## config.mk

```make
export PLATFORM = sky130hd
export DESIGN_NAME = multicycle_control
export DESIGN_NICKNAME = d
export VERILOG_FILES = /design/src/rtl/mips_ctrl_pkg.sv /design/src/rtl/multicycle_control.sv
export SDC_FILE = /design/constraint.sdc
export NUM_CORES = 1
export LEC_CHECK = 0
export ABC_CLOCK_PERIOD_IN_PS = 1800
export CAP_MARGIN = 40
export CORE_MARGIN = 3
export CORE_UTILIZATION = 39
export DETAILED_ROUTE_END_ITERATION = 16
export PLACE_DENSITY = 0.73
export SLEW_MARGIN = 15
export SYNTH_ARGS = -nofsm -noshare
export SYNTH_HDL_FRONTEND = slang
export SYNTH_SLANG_ARGS = --single-unit
```

## constraint.sdc

```tcl
create_clock -name clk -period 1.8 [get_ports clk]
set_clock_uncertainty 0.15 [all_clocks]
set_input_delay 0.45 -clock clk [delete_from_list [all_inputs] [get_ports clk]]
set_output_delay 0.45 -clock clk [all_outputs]
set_load 0.02 [all_outputs]
```

## src/rtl/mips_ctrl_pkg.sv

```systemverilog
// mips_ctrl_pkg
// Shared definitions for the multi-cycle MIPS main control unit and the
// EXECUTE-stage ALU control decoder: opcode constants, the controller state
// codes, and the encodings of alu_op, alu_src_b and pc_source.
// No ports; import with "import mips_ctrl_pkg::*;".

package mips_ctrl_pkg;

    // Primary opcodes (instruction[31:26]) understood by the controller
    localparam logic [5:0] OP_RTYPE = 6'b000000;
    localparam logic [5:0] OP_LW    = 6'b100011;
    localparam logic [5:0] OP_SW    = 6'b101011;
    localparam logic [5:0] OP_BEQ   = 6'b000100;
    localparam logic [5:0] OP_J     = 6'b000010;
    localparam logic [5:0] OP_ADDI  = 6'b001000;

    // Controller states; the numeric codes are visible on the debug port
    typedef enum logic [3:0] {
        S_FETCH     = 4'd0,
        S_DECODE    = 4'd1,
        S_MEM_ADDR  = 4'd2,
        S_MEM_READ  = 4'd3,
        S_MEM_WB    = 4'd4,
        S_MEM_WRITE = 4'd5,
        S_EXECUTE   = 4'd6,
        S_ALU_WB    = 4'd7,
        S_BRANCH    = 4'd8,
        S_JUMP      = 4'd9,
        S_ADDI_EXEC = 4'd10,
        S_ADDI_WB   = 4'd11
    } state_t;

    // alu_op codes consumed by the ALU control decoder (2'b11 is reserved)
    localparam logic [1:0] ALU_OP_ADD   = 2'b00;
    localparam logic [1:0] ALU_OP_SUB   = 2'b01;
    localparam logic [1:0] ALU_OP_FUNCT = 2'b10;

    // ALU B operand select
    localparam logic [1:0] SRC_B_RT      = 2'b00;
    localparam logic [1:0] SRC_B_FOUR    = 2'b01;
    localparam logic [1:0] SRC_B_IMM     = 2'b10;
    localparam logic [1:0] SRC_B_IMM_SH2 = 2'b11;

    // Next-PC select
    localparam logic [1:0] PC_SRC_ALU    = 2'b00;
    localparam logic [1:0] PC_SRC_ALUOUT = 2'b01;
    localparam logic [1:0] PC_SRC_JUMP   = 2'b10;

    // True for every opcode the controller knows how to sequence
    function automatic logic isLegalOpcode(input logic [5:0] op);
        return (op == OP_RTYPE) || (op == OP_LW) || (op == OP_SW) ||
               (op == OP_BEQ)   || (op == OP_J)  || (op == OP_ADDI);
    endfunction

endpackage

```

## src/rtl/multicycle_control.sv

```systemverilog
// multicycle_control
// Main control FSM of the multi-cycle MIPS core. Walks each instruction
// through fetch, decode, execute, memory and write-back states and decodes
// every datapath enable from the current state. FETCH, MEM_READ and
// MEM_WRITE stall on mem_ready so wait-stated memory is supported.
//
// Ports:
//   clk, rst          rising-edge clock, asynchronous active-high reset
//   opcode[5:0]       instruction[31:26], only looked at in DECODE
//   mem_ready         memory finished the current access this cycle
//   pc_write, pc_write_cond, ir_write        PC / IR write enables
//   i_or_d            memory address select (0 = PC, 1 = ALUOut)
//   mem_read, mem_write                      memory strobes
//   mem_to_reg, reg_dst, reg_write           register-file write controls
//   alu_src_a         ALU A select (0 = PC, 1 = rs)
//   alu_src_b[1:0]    ALU B select (rt / 4 / imm / imm<<2)
//   alu_op[1:0]       add / subtract / use funct
//   pc_source[1:0]    ALU result / ALUOut / jump target
//   retire            pulse in the last cycle of each instruction
//   illegal_op        pulse when DECODE sees an unsupported opcode
//   state[3:0]        current state code for debug

module multicycle_control
    import mips_ctrl_pkg::*;
(
    input  logic       clk,
    input  logic       rst,
    input  logic [5:0] opcode,
    input  logic       mem_ready,
    output logic       pc_write,
    output logic       pc_write_cond,
    output logic       ir_write,
    output logic       i_or_d,
    output logic       mem_read,
    output logic       mem_write,
    output logic       mem_to_reg,
    output logic       reg_dst,
    output logic       reg_write,
    output logic       alu_src_a,
    output logic [1:0] alu_src_b,
    output logic [1:0] alu_op,
    output logic [1:0] pc_source,
    output logic       retire,
    output logic       illegal_op,
    output logic [3:0] state
);

    state_t     r_state;
    state_t     w_nextState;
    logic [5:0] r_opcode;

    // State register; reset drops straight back to FETCH, abandoning
    // whatever instruction was in flight
    always_ff @(posedge clk or posedge rst) begin
        if (rst) begin
            r_state <= S_FETCH;
        end else begin
            r_state <= w_nextState;
        end
    end

    // Opcode copy taken in DECODE so MEM_ADDR can pick read vs write even
    // though the instruction register may be changing underneath
    always_ff @(posedge clk or posedge rst) begin
        if (rst) begin
            r_opcode <= 6'd0;
        end else if (r_state == S_DECODE) begin
            r_opcode <= opcode;
        end
    end

    // Next-state logic; illegal opcodes and unreachable codes go to FETCH
    always_comb begin
        w_nextState = S_FETCH;
        case (r_state)
            S_FETCH:     w_nextState = mem_ready ? S_DECODE : S_FETCH;
            S_DECODE: begin
                case (opcode)
                    OP_LW, OP_SW: w_nextState = S_MEM_ADDR;
                    OP_RTYPE:     w_nextState = S_EXECUTE;
                    OP_BEQ:       w_nextState = S_BRANCH;
                    OP_J:         w_nextState = S_JUMP;
                    OP_ADDI:      w_nextState = S_ADDI_EXEC;
                    default:      w_nextState = S_FETCH;
                endcase
            end
            S_MEM_ADDR:  w_nextState = (r_opcode == OP_SW) ? S_MEM_WRITE : S_MEM_READ;
            S_MEM_READ:  w_nextState = mem_ready ? S_MEM_WB : S_MEM_READ;
            S_MEM_WB:    w_nextState = S_FETCH;
            S_MEM_WRITE: w_nextState = mem_ready ? S_FETCH : S_MEM_WRITE;
            S_EXECUTE:   w_nextState = S_ALU_WB;
            S_ALU_WB:    w_nextState = S_FETCH;
            S_BRANCH:    w_nextState = S_FETCH;
            S_JUMP:      w_nextState = S_FETCH;
            S_ADDI_EXEC: w_nextState = S_ADDI_WB;
            S_ADDI_WB:   w_nextState = S_FETCH;
            default:     w_nextState = S_FETCH;
        endcase
    end

    // Output decode. Reset masks everything so the FETCH strobes do not
    // leak out while the state register is held at FETCH. The FETCH write
    // enables and the MEM_WRITE retire follow mem_ready combinationally.
    always_comb begin
        pc_write      = 1'b0;
        pc_write_cond = 1'b0;
        ir_write      = 1'b0;
        i_or_d        = 1'b0;
        mem_read      = 1'b0;
        mem_write     = 1'b0;
        mem_to_reg    = 1'b0;
        reg_dst       = 1'b0;
        reg_write     = 1'b0;
        alu_src_a     = 1'b0;
        alu_src_b     = SRC_B_RT;
        alu_op        = ALU_OP_ADD;
        pc_source     = PC_SRC_ALU;
        retire        = 1'b0;
        illegal_op    = 1'b0;
        if (!rst) begin
            case (r_state)
                S_FETCH: begin
                    mem_read  = 1'b1;
                    alu_src_b = SRC_B_FOUR;
                    ir_write  = mem_ready;
                    pc_write  = mem_ready;
                end
                S_DECODE: begin
                    alu_src_b = SRC_B_IMM_SH2;
                    if (!isLegalOpcode(opcode)) begin
                        illegal_op = 1'b1;
                        retire     = 1'b1;
                    end
                end
                S_MEM_ADDR: begin
                    alu_src_a = 1'b1;
                    alu_src_b = SRC_B_IMM;
                end
                S_MEM_READ: begin
                    mem_read = 1'b1;
                    i_or_d   = 1'b1;
                end
                S_MEM_WB: begin
                    reg_write  = 1'b1;
                    mem_to_reg = 1'b1;
                    retire     = 1'b1;
                end
                S_MEM_WRITE: begin
                    mem_write = 1'b1;
                    i_or_d    = 1'b1;
                    retire    = mem_ready;
                end
                S_EXECUTE: begin
                    alu_src_a = 1'b1;
                    alu_op    = ALU_OP_FUNCT;
                end
                S_ALU_WB: begin
                    reg_write = 1'b1;
                    reg_dst   = 1'b1;
                    retire    = 1'b1;
                end
                S_BRANCH: begin
                    alu_src_a     = 1'b1;
                    alu_op        = ALU_OP_SUB;
                    pc_write_cond = 1'b1;
                    pc_source     = PC_SRC_ALUOUT;
                    retire        = 1'b1;
                end
                S_JUMP: begin
                    pc_write  = 1'b1;
                    pc_source = PC_SRC_JUMP;
                    retire    = 1'b1;
                end
                S_ADDI_EXEC: begin
                    alu_src_a = 1'b1;
                    alu_src_b = SRC_B_IMM;
                end
                S_ADDI_WB: begin
                    reg_write = 1'b1;
                    retire    = 1'b1;
                end
                default: begin
                end
            endcase
        end
    end

    assign state = r_state;

endmodule

```

Word-level counts from Yosys, hierarchy flattened

Cells that the tools add are included.

Logic and storage cells: 70
Bits in read-only memories: 0
Bits in latches: 0
Memories: 0
Register bits after elaboration: 10
Memory bits (writable): 0

Multiplexer cells: 37
Shift-type cells: 0
Add/subtract/negate cells: 0
Reduce and logical (&&, ||, !) cells: 14
Magnitude comparators: 0
$mul: 0
Divide/modulo/power cells: 0
Equal/unequal tests: 17
Bitwise operators: 0

Operator list:

| kind               | count |
|---|---|
| $pmux 4 s7         | 1 |
| $mux 1             | 24 |
| $pmux 4 s5         | 1 |
| $eq 6x6->1 const B | 3 |
| $eq 4x3->1 const B | 4 |
| $eq 4x4->1 const B | 4 |
| $mux 3             | 3 |
| $eq 4x2->1 const B | 2 |
| $pmux 2 s2         | 2 |
| $reduce_or 2->1    | 4 |
| $eq 6x2->1 const B | 1 |
| $eq 6x3->1 const B | 1 |
| $eq 6x4->1 const B | 1 |
| $logic_not 6->1    | 1 |
| $mux 2             | 3 |
| $pmux 2 s3         | 1 |
| $logic_or 1x1->1   | 5 |
| $reduce_or 5->1    | 1 |
| $eq 4x1->1 const B | 1 |
| $logic_not 4->1    | 1 |
| $reduce_or 4->1    | 1 |
| $pmux 1 s3         | 1 |
| $reduce_or 3->1    | 1 |
| $pmux 1 s2         | 1 |

Longest topological paths before layout

Depth in word-level cells: 9
Depth in mapped cells: 5
Gate-level depth less buffers: 4

Least setup slack after synthesis

No wires, ideal clock.

Path kind: reg-to-output
From: register r_state[1], in the netlist state[1]
To: output alu_op[0]
Setup slack: -571 ps
Data arrival time: 1771 ps
Cell stages (with the launch flop): 6
Path buffers: 2
Data required time: 1200 ps
Cell sequence: dfrtp_1 -> clkbuf_1 -> nor2_1 -> nand2_1 -> nor3_1 -> buf_4

Longest elaborated chain between the ends: 3
Elaborated cells between the ends (all ways): 4
Classes of those cells: eq/ne (2); mux (2)

Ends and longest elaborated chain:

| what                                            | RTL line                  | RTL |
|---|---|---|
| start: declaration                              | multicycle_control.sv:48  | `state_t r_state;` |
| start signal: assignment                        | multicycle_control.sv:58  | `r_state <= w_nextState;` |
| $eq 4x4->1 / $eq 4x3->1 (equally long branches) | multicycle_control.sv:121 | `case (r_state)` |
| $pmux 2 s2 (*)                                  | multicycle_control.sv:121 |  |
| $mux 2 (*)                                      | multicycle_control.sv:120 | `if (!rst) begin` |
| end: declaration                                | multicycle_control.sv:41  | `output logic [1:0] alu_op,` |

Mark *: on every way between the ends. The rest lies on a longest branch, timed or not.

Worst setup path after layout

From: register r_state[3], in the netlist state[3]
To: output retire

Longest elaborated chain between the ends: 4
Elaborated cells between the ends (all ways): 10
Classes of those cells: eq/ne (7); mux (2); reduce/logical (1)

Ends and longest elaborated chain:

| what                                            | RTL line                  | RTL |
|---|---|---|
| $eq 4x4->1 / $eq 4x3->1 (equally long branches) | multicycle_control.sv:121 |  |
| $reduce_or 5->1 (no line)                       | --                        |  |
| $pmux 1 s3 (*)                                  | multicycle_control.sv:121 |  |
| $mux 1 (*)                                      | multicycle_control.sv:120 |  |
| end: declaration                                | multicycle_control.sv:43  | `output logic retire,` |

Marked as above.

==> flow_summary.ini <==
[flow_run]
maxCapViolCount = 0

[drt]
drt_first_pass_iters = 4
routedWlPerCell_um = 14.73
drt_wl_total_um = 2667
antenna_left = 0
via_count = 994
drt-vias-per-instance = 5.492
drc = 0
first_iter_violations = 13

[logic_synthesis]
syn_area_per_cell_sq_um = 8.605
synth-edff-count = 0
synth_seq_cells = 10
synthCells = 98
synth-async-reset-ratio_pct = 100.0
yosysSeqAreaShare_pct = 29.67
syn_nets = 107
yosysUniqueCellTypes = 39
yosys-top-cells-count = dfrtp_1, nand2_1, nor3_1, nand3_1
yosysTopAreaCell = dfrtp_1
synth_warnings = 0
synthesis.area_sq_um = 843.3
synth_area_leaders = dfrtp_1, mux2_2, nand4b_1
ys.flop_type = dfrtp_1
synthDominantCellAreaShare_pct = 29.67
synth.most_common_cell = dfrtp_1

[clock_tree]
cts_buffer_depth = 2
cts.clk_slew.worst_paths_ns = 0.06
cts_tree = done
clkSinkCount = 10
cts-hold-fix-buffers = 0
ctsRootBufferMaster = clkbuf_4
worstSkewPairLatency_ns = 0.26
cts_max_level = 1
cts_buffers = 3

[floorplanning]
die_area_sq_um = 2756
die_w_um = 52.50
fp.dieH_um = 52.50
io_pins = 31
start_util_pct = 42.13
coreArea_sq_um = 2002
rows = 16

[global_routing]
antenna_found_initial = 0
gr-total-overflow = 0
grt_pass1_vias = 1008
grt_pass1_wl_um = 4540
grt_max_degree = 14
grt_use_total_pct = 22.09

[setup_path]
start_kind = register
cp_data_arrival_time_ns = 1.49
reg2reg_to = r_opcode[5]
path_max_fanout = 3
crit_slowest_cell = dfrtp_2
slowest_delay_ns = 0.41
r2r_start = state[3]
rr_worst_depth = 4
worstSetupPathType = reg -> out
rrSetupSlack_ns = 0.12
critPathCaptureType = output port
worstPathCellList = or2_4 -> a2111oi_4 -> o21bai_4 -> buf_6
cp.required_ns = 1.20

[sta]
drv_slew = 0
post-route-period-util_pct = 116.1
setup_ws_ns = -0.2902
max_clock_freq_ghz = 0.4784
timing_hold_violations_final = 0
tightestPinTransition_ns = 0.3721
post-route-min-period_ns = 2.090
rsz0062_at_grt = true
maxSlewHeadroom_pct = 74.96
setup_viol = 18
timing.hold.ws_ns = 0.2186

[hold_path]
hold_path_class = in -> async

[final_layout]
antenna_cells = 0
drive_gt1_share_pct = 67.53
fillers = 146
syn_to_final_growth_pct = 84.72
nets = 165
fin_cells = 181

[placement]
dpl.hpwl_um = 2084
numPortBuffers = 30
gp_congestion = 0.8813
dp_cells = 175

[outcome]
violations = negative setup slack
outcome = finished with violations

[power]
leakage_nw = 0.6658
powerDensity_nw_per_um2 = 1267
ir_worst_vdd_mv = 0.9997
[logic make-up (layout without fill, tap and decap cells)]
kind of cell	after synthesis	count (layout)	synth area share, %
AO/OA/AOI/OAI	18	18	17.66
XOR/XNOR	2	2	2.078
adder cells (fa/ha/maj)	1	1	1.187
buffers and inverters	13	69	7.565
flip-flops	10	10	29.67
multiplexers	6	6	8.011
AND/OR/NAND/NOR	48	48	33.83
[flip-flops by register name, indices dropped and copies added, names as in the netlist]
register,count
r_opcode,6
state,4
[cells in the final DEF, fill, tap and decap left out, types with 2 or more instances in the layout]
cell,instances
nand2_4,2
nand4b_1,4
nand2_1,4
nor2_1,2
mux2_2,5
dlygate4sd2_1,3
nor3_2,3
nand3_1,6
dfrtp_1,6
nand2b_4,4
o21ai_0,4
clkbuf_4,3
nor3_4,4
nor3b_1,3
nor2_4,2
buf_6,13
dfrtp_2,4
nor2_2,2
buf_2,9
o21ai_1,2
buf_4,34
nor4_4,2
[per-stage QoR]
step	area (sq um)	utilization, %	setup slack, ns	total power, mW	setup TNS [ns]
after floorplan	1030	-	-0.3191	1.267	-0.7093
final	1558	77.81	-0.2902	1.973	-3.461
after detailed placement	1510	75.44	-1.249	1.727	-17.16
after global routing	1558	77.81	-0.3441	2.109	-4.889
after global placement	1510	75.44	-1.174	1.692	-16.83
after CTS	1543	77.06	-0.3049	1.930	-3.885
[repair_timing]
action | 4_1_cts | 5_1_grt
pin swaps | 9 | 5
setup endpoints to repair | 24 | 21
resized for setup | 139 | 8
setup buffers | 1 | 3
[critical path: cells and delay by family (launching register included)]
kind                   cells  cell delay [ns]
AOI/OAI and AO/OA          2             0.42
DFF                        1             0.41
and+or+nand+nor            1             0.27
buffers and inverters      1             0.13
[layer usage]
| layer | track usage, % | vias to the layer above | wire length, um |
|---|---|---|---|
| met3 | 4.558 | 4 | 109 |
| met5 | 0 | - | 0 |
| met2 | 38.64 | 30 | 1398 |
| li1 | - | 476 | - |
| met1 | 27.27 | 484 | 1125 |
| met4 | 5.532 | 0 | 35 |
[power by group]
part	total, mW	switching, mW	internal (mW)
sequential	0.403	0.0732	0.330
combinational	1.43	0.715	0.712
clock	0.144	0.0670	0.0767
[area by class of cell]
| class | instances | area, sq um | area share (%) |
|---|---|---|---|
| clock buffer | 3 | 22.52 | 1.446 |
| tap | 27 | 33.78 | 2.169 |
| timing repair buffer | 63 | 519.2 | 33.33 |
| multi-input combinational | 75 | 713.2 | 45.78 |
| sequential | 10 | 255.2 | 16.39 |
| inverter | 3 | 13.76 | 0.8835 |
[worst max path at each step]
stage / from / end / slack, ns
3_3_place_gp: opcode[1] / retire / -1.17
6_report: state[3] / retire / -0.29
2_1_floorplan: opcode[1] / retire / -0.32
3_5_place_dp: opcode[1] / retire / -1.25
4_1_cts: state[3] / retire / -0.30
5_1_grt: state[2] / retire / -0.34
Power figures use the tool's default switching activity.
